[config.mk]
export PLATFORM = sky130hd
export DESIGN_NAME = fp_addsub_arbiter
export DESIGN_NICKNAME = d
export VERILOG_FILES = /design/src/rtl/fp_addsub_arbiter.sv
export SDC_FILE = /design/constraint.sdc
export NUM_CORES = 1
export LEC_CHECK = 0
export ABC_AREA = 0
export BUFFER_PORTS_ARGS = -buffer_cell sky130_fd_sc_hd__buf_4
export CAP_MARGIN = 20
export CORE_AREA = 2 2 156 158
export DETAILED_ROUTE_END_ITERATION = 8
export DIE_AREA = 0 0 158 160
export GPL_TIMING_DRIVEN = 0
export HOLD_SLACK_MARGIN = 0.05
export PLACE_DENSITY_LB_ADDON = 0.3
export SYNTH_ARGS = -nofsm -noshare
export SYNTH_HDL_FRONTEND = slang
export SYNTH_SLANG_ARGS = --single-unit
[constraint.sdc]
create_clock -name clk_i -period 3.2 [get_ports clk_i]
set_input_delay 0.16 -clock clk_i [delete_from_list [all_inputs] [get_ports clk_i]]
set_output_delay 0.16 -clock clk_i [all_outputs]
set_load 0.05 [all_outputs]
[src/rtl/fp_addsub_arbiter.sv]
// Round-robin scheduler sharing one pipelined FP add/sub unit between NUM_REQ requesters.
// A valid/tag shift pipeline routes each registered result back to its issuer as a done pulse.
module fp_addsub_arbiter #(
    parameter int NUM_REQ = 4,
    parameter int LATENCY = 4,
    parameter int TAG_W   = 2
) (
    input  logic                   clk_i,
    input  logic                   rst_i,
    input  logic                   hold_i,
    input  logic [NUM_REQ-1:0]     req_i,
    input  logic [NUM_REQ-1:0]     req_op_i,
    input  logic [32*NUM_REQ-1:0]  req_a_i,
    input  logic [32*NUM_REQ-1:0]  req_b_i,
    output logic [NUM_REQ-1:0]     grant_o,
    output logic [NUM_REQ-1:0]     done_o,
    output logic [31:0]            result_out_o,
    output logic                   busy_o,
    output logic [31:0]            fpu_a_o,
    output logic [31:0]            fpu_b_o,
    output logic                   fpu_op_o,
    output logic                   fpu_ce_o,
    input  logic [31:0]            fpu_result_i
);

    localparam logic [TAG_W-1:0]   PTR_RST = TAG_W'(NUM_REQ - 1);
    localparam logic [NUM_REQ-1:0] ONE     = NUM_REQ'(1);

    // Adder expects canonical zero; -0.0 is mapped to +0.0 before issue.
    function automatic logic [31:0] scrub(input logic [31:0] x);
        return (x[30:0] == 31'd0) ? 32'd0 : x;
    endfunction

    logic [TAG_W-1:0]              ptr_q, ptr_d;
    logic [TAG_W-1:0]              gnt_idx;
    logic                          gnt_found;
    logic                          issue;
    logic [31:0]                   a_sel, b_sel;
    logic                          op_sel;
    logic [31:0]                   fpu_a_q, fpu_a_d;
    logic [31:0]                   fpu_b_q, fpu_b_d;
    logic                          fpu_op_q, fpu_op_d;
    logic [31:0]                   result_q, result_d;
    logic [LATENCY:0]              vld_q, vld_d;
    logic [LATENCY:0][TAG_W-1:0]   tag_q, tag_d;
    int                            j;

    // Rotating priority search starting just above the last winner.
    always_comb begin
        gnt_idx   = '0;
        gnt_found = 1'b0;
        j         = 0;
        for (int k = 1; k <= NUM_REQ; k++) begin
            j = int'(ptr_q) + k;
            if (j >= NUM_REQ) j = j - NUM_REQ;
            if (!gnt_found && req_i[j]) begin
                gnt_found = 1'b1;
                gnt_idx   = TAG_W'(j);
            end
        end
    end

    assign issue   = gnt_found & ~hold_i;
    assign grant_o = issue ? (ONE << gnt_idx) : '0;

    always_comb begin
        a_sel  = '0;
        b_sel  = '0;
        op_sel = 1'b0;
        for (int i = 0; i < NUM_REQ; i++) begin
            if (gnt_idx == TAG_W'(i)) begin
                a_sel  = req_a_i[32*i +: 32];
                b_sel  = req_b_i[32*i +: 32];
                op_sel = req_op_i[i];
            end
        end
    end

    always_comb begin
        ptr_d    = ptr_q;
        fpu_a_d  = fpu_a_q;
        fpu_b_d  = fpu_b_q;
        fpu_op_d = fpu_op_q;
        result_d = result_q;
        vld_d    = vld_q;
        tag_d    = tag_q;
        if (issue) begin
            ptr_d    = gnt_idx;
            fpu_a_d  = scrub(a_sel);
            fpu_b_d  = scrub(b_sel);
            fpu_op_d = op_sel;
        end
        // The adder, pipeline and capture register all advance on the same enabled edges,
        // so stage k always lines up with the adder's internal stage k.
        if (!hold_i) begin
            vld_d    = {vld_q[LATENCY-1:0], issue};
            tag_d    = {tag_q[LATENCY-1:0], gnt_idx};
            result_d = fpu_result_i;
        end
    end

    always_ff @(posedge clk_i) begin
        if (rst_i) begin
            ptr_q    <= PTR_RST;
            fpu_a_q  <= '0;
            fpu_b_q  <= '0;
            fpu_op_q <= 1'b0;
            result_q <= '0;
            vld_q    <= '0;
            tag_q    <= '0;
        end else begin
            ptr_q    <= ptr_d;
            fpu_a_q  <= fpu_a_d;
            fpu_b_q  <= fpu_b_d;
            fpu_op_q <= fpu_op_d;
            result_q <= result_d;
            vld_q    <= vld_d;
            tag_q    <= tag_d;
        end
    end

    assign done_o       = (vld_q[LATENCY] && !hold_i) ? (ONE << tag_q[LATENCY]) : '0;
    assign result_out_o = result_q;
    assign busy_o       = |vld_q;
    assign fpu_a_o      = fpu_a_q;
    assign fpu_b_o      = fpu_b_q;
    assign fpu_op_o     = fpu_op_q;
    assign fpu_ce_o     = ~hold_i;

endmodule

==> summary.md <==
The routability congestion estimate from global placement came out at 0.926. The mapped cell area came out at 0.00696 mm2. The post-layout worst setup margin is 0.144 ns. The total clock buffers created by CTS is 17. Total global-route track usage: 0.242. The final antenna-violating net count is 0, and the cell count after synthesis is 888. The number of buffers on the longest clock path is 2, and the count of antenna diodes in the layout is 0. The share of the clock period used by the worst path after layout is 0.955, and the clock edge transition at the registers on the reported setup and hold paths is 0.06 ns. The worst slew margin relative to its limit came out at 0.439.

Most frequent cell after synthesis: nand2_1. The width of the die is 158 um, and the portion of synthesized cell area occupied by the leading cell type is 0.328. In this run, synthesis inferred 0 flip-flops with an integrated enable. The first global-routing pass estimated 46700 um of wire. The most instantiated flip-flop cell in the synthesis netlist is dfxtp_1. The run gives -0.735 ns as the pre-CTS worst setup slack.

The tightest min-delay check is of the input pin to flop type. The tools report the total routed wirelength as 31600 um. The share of flip-flops with an asynchronous set or reset after synthesis was 0; the slew of the pin with the lowest slew margin was 0.835 ns.

The critical path goes through clkbuf_2 > o21ai_2 > o221a_4 > buf_6 > buf_4 > buf_6 > buf_6 > clkbuf_4 > nand2_1 > nor2_1 > buf_4. For this design, the slowest cell found on the critical path is dfxtp_1. Setup violations remaining at the end of the flow were counted as 0. By count the netlist is led by nand2_1, mux2i_1, dfxtp_1.

In this run, placement finished with an instance count of 1614. In this run the static leakage power is 5.30 nW. The net count of the finished layout is 1641. The critical path contains buffers and inverters numbering 7 combined. The worst setup path is launched from a flop.

The full die area was 0.0253 mm2. After global routing the overflow that remains totals 0. The final hold violation count is 0, and the clock latency on the worst-skew pair is 0.41 ns. From bottom edge to top edge, the die measures 160 um. Buffers placed on the I/O ports in this run total 402. In the final routed layout, each cell accounts on average for 18.8 um. The number of nets handed over by synthesis was 1187. The largest vdd supply drop was 0.288 mV; the synthesized area per cell was 7.84 um2. The tree is rooted in a clkbuf_16. Final hold analysis gives a worst-case slack of 0.155 ns. The class of the most critical setup path was flop to primary output. The core region is 0.0238 mm2. After layout, the minimum clock period comes to 3.06 ns. Layer carrying the most global-route usage: met2. The power density over the cells works out to 475 mW/mm2.

The run gives 0.308 as the global routing usage on met1. The data arrival time at the worst-slack endpoint came out at 2.90 ns. The run gives 406 as the number of I/O pins. On the critical path the largest part of the delay comes from buffers and inverters. The iteration-0 DRC count of the detailed router is 397.

By instance count, the cell type seen most on the critical path is buf_6. The number of storage elements in the synthesis netlist came out at 114. STA classifies the critical path endpoint as a primary output. Met3 routing resource usage after global routing: 0.0537. For this run, the slowest stage of the critical path takes 0.30 ns. The area growth from synthesis to layout is 63.4%. The sequential cell area fraction in the yosys report is 0.328. The fraction of met2 tracks used by global routing was 0.399; the initial antenna violation count was 0. After detailed routing, the number of remaining DRC violations is 0. Derived from the worst setup path, the maximum achievable clock frequency is 327 MHz.

After the flow finishes, the layout carries non-filler instances totaling 1679. For the unique cell type count in the Yosys netlist, the log shows 39. Across all layers, the routed design uses 8407 vias.

Setup repair after global routing could not meet its margin everywhere. The layout has 2435 filler cells. Once detailed placement completed, the half-perimeter wirelength came to 25100 um. The clock net sink count was 114. The pin count of the biggest net entering global routing came out at 17. After detailed routing, the number of vias per cell comes to 5.01. The final number of max-transition violations came out at 0. TritonCTS built the clock tree. The floorplan has 57 rows. By area the synthesized netlist is led by dfxtp_1, mux2i_1, nand2_1. The critical-path maximum fanout was 10; the initial core utilization was 0.292. The run gives 0 as the number of maximum-capacitance constraint violations.

The number of global-route vias before repair was 8325. The first detailed-routing pass took 5 iterations. For the final database, setup skew stands at 0.00651 ns. Summed over all instances, the cell type with the most area after synthesis is dfxtp_1. The H-tree generated during clock tree synthesis spans 4 levels.

The ratio of cells with drive above 1 in the final layout was 0.345; the total number of yosys warnings was 0. The flow ran to the end, and the final reports show no timing, DRC or antenna violations. At the worst endpoint, the required time is 3.04 ns. After layout, the design draws a total of 0.00540 W.
-- sequential cells by signal, indices dropped and copies added (netlist names) --
name	cells
ptr_q	2
fpu_op_o	1
fpu_b_o	32
tag_q	10
vld_q	5
fpu_a_o	32
result_out_o	32
-- cell usage in the layout (no fill, tap or decap), types with 14 or more instances in the layout --
master / count
dlygate4sd3_1: 32
nor2_1: 75
buf_4: 406
clkbuf_1: 41
a21oi_1: 61
nand3_1: 67
dfxtp_1: 113
nor4_1: 15
nand2_1: 178
nor3_1: 14
nor3b_1: 15
o21a_1: 20
clkbuf_16: 17
mux2i_1: 160
-- per-layer routing --
metal	routed length [um]	vias up	share of wire
li1	-	4086	-
met1	13500	3930	0.43
met2	14900	339	0.47
met3	2220	52	0.070
met4	967	0	0.031
met5	0	-	0
-- final timing paths --
check | startpoint | endpoint | cells after the start | slack [ns]
hold reg to reg | fpu_b_o[26]$_SDFFE_PP0P_ | fpu_b_o[26]$_SDFFE_PP0P_ | 2 | 0.45
setup reg to reg | ptr_q[1]$_SDFFE_PP1P_ | fpu_a_o[31]$_SDFFE_PP0P_ | 11 | 0.15
hold / removal | req_b_i[8] | fpu_b_o[8]$_SDFFE_PP0P_ | 5 | 0.15
setup / recovery | ptr_q[1]$_SDFFE_PP1P_ | grant_o[2] | 11 | 0.14
-- cell type report --
| cell class | count | area [um2] | share of cell area |
|---|---|---|---|
| Tap cell | 324 | 405 | 0.0356 |
| Clock inverter | 12 | 105 | 0.00924 |
| Timing Repair Buffer | 435 | 3350 | 0.294 |
| Sequential cell | 114 | 2280 | 0.201 |
| Inverter | 1 | 3.75 | 0.000330 |
| Multi-Input combinational cell | 695 | 4400 | 0.387 |
| Clock buffer | 20 | 467 | 0.0410 |
| Buffer | 78 | 364 | 0.0320 |
-- cell families after synthesis --
| logic type | count (synthesis) | share of synthesized area |
|---|---|---|
| AND/OR/NAND/NOR | 397 | 0.262 |
| multiplexers | 161 | 0.231 |
| AO/OA/AOI/OAI | 137 | 0.132 |
| flip-flops | 114 | 0.328 |
| buffers and inverters | 79 | 0.0469 |
-- power by group --
group | internal (W) | switching [W] | total, W | leakage (nW)
clock | 0.00113 | 0.000717 | 0.00184 | 0.271
sequential | 0.00154 | 0.0000637 | 0.00160 | 0.938
combinational | 0.000784 | 0.00118 | 0.00196 | 4.09
-- metrics by stage --
| stage | setup TNS [ns] | util | cell area (um2) |
|---|---|---|---|
| 6_report | 0 | 0.478 | 11400 |
| 5_1_grt | -0.0201 | 0.478 | 11400 |
| 4_1_cts | 0 | 0.476 | 11300 |
| 3_5_place_dp | -14.04 | 0.436 | 10400 |
| 3_3_place_gp | -13.73 | 0.436 | 10400 |
| 2_1_floorplan | 0 | - | 6960 |
-- worst register-to-register path, delay by kind of cell, from the launching register on --
kind	cells	cell delay, ns
buffers and inverters	4	0.83
AO/OA/AOI/OAI	3	0.72
multiplexers	2	0.67
AND/OR/NAND/NOR	2	0.42
flip-flops	1	0.30
-- timing repair --
item	CTS	global route
setup endpoints to repair	36	7
hold buffers	32	0
buffers inserted	1	0
pin swaps	1	0
gates resized for setup	21	11
hold endpoints to repair	32	0
(Power assumes the default switching activity.)
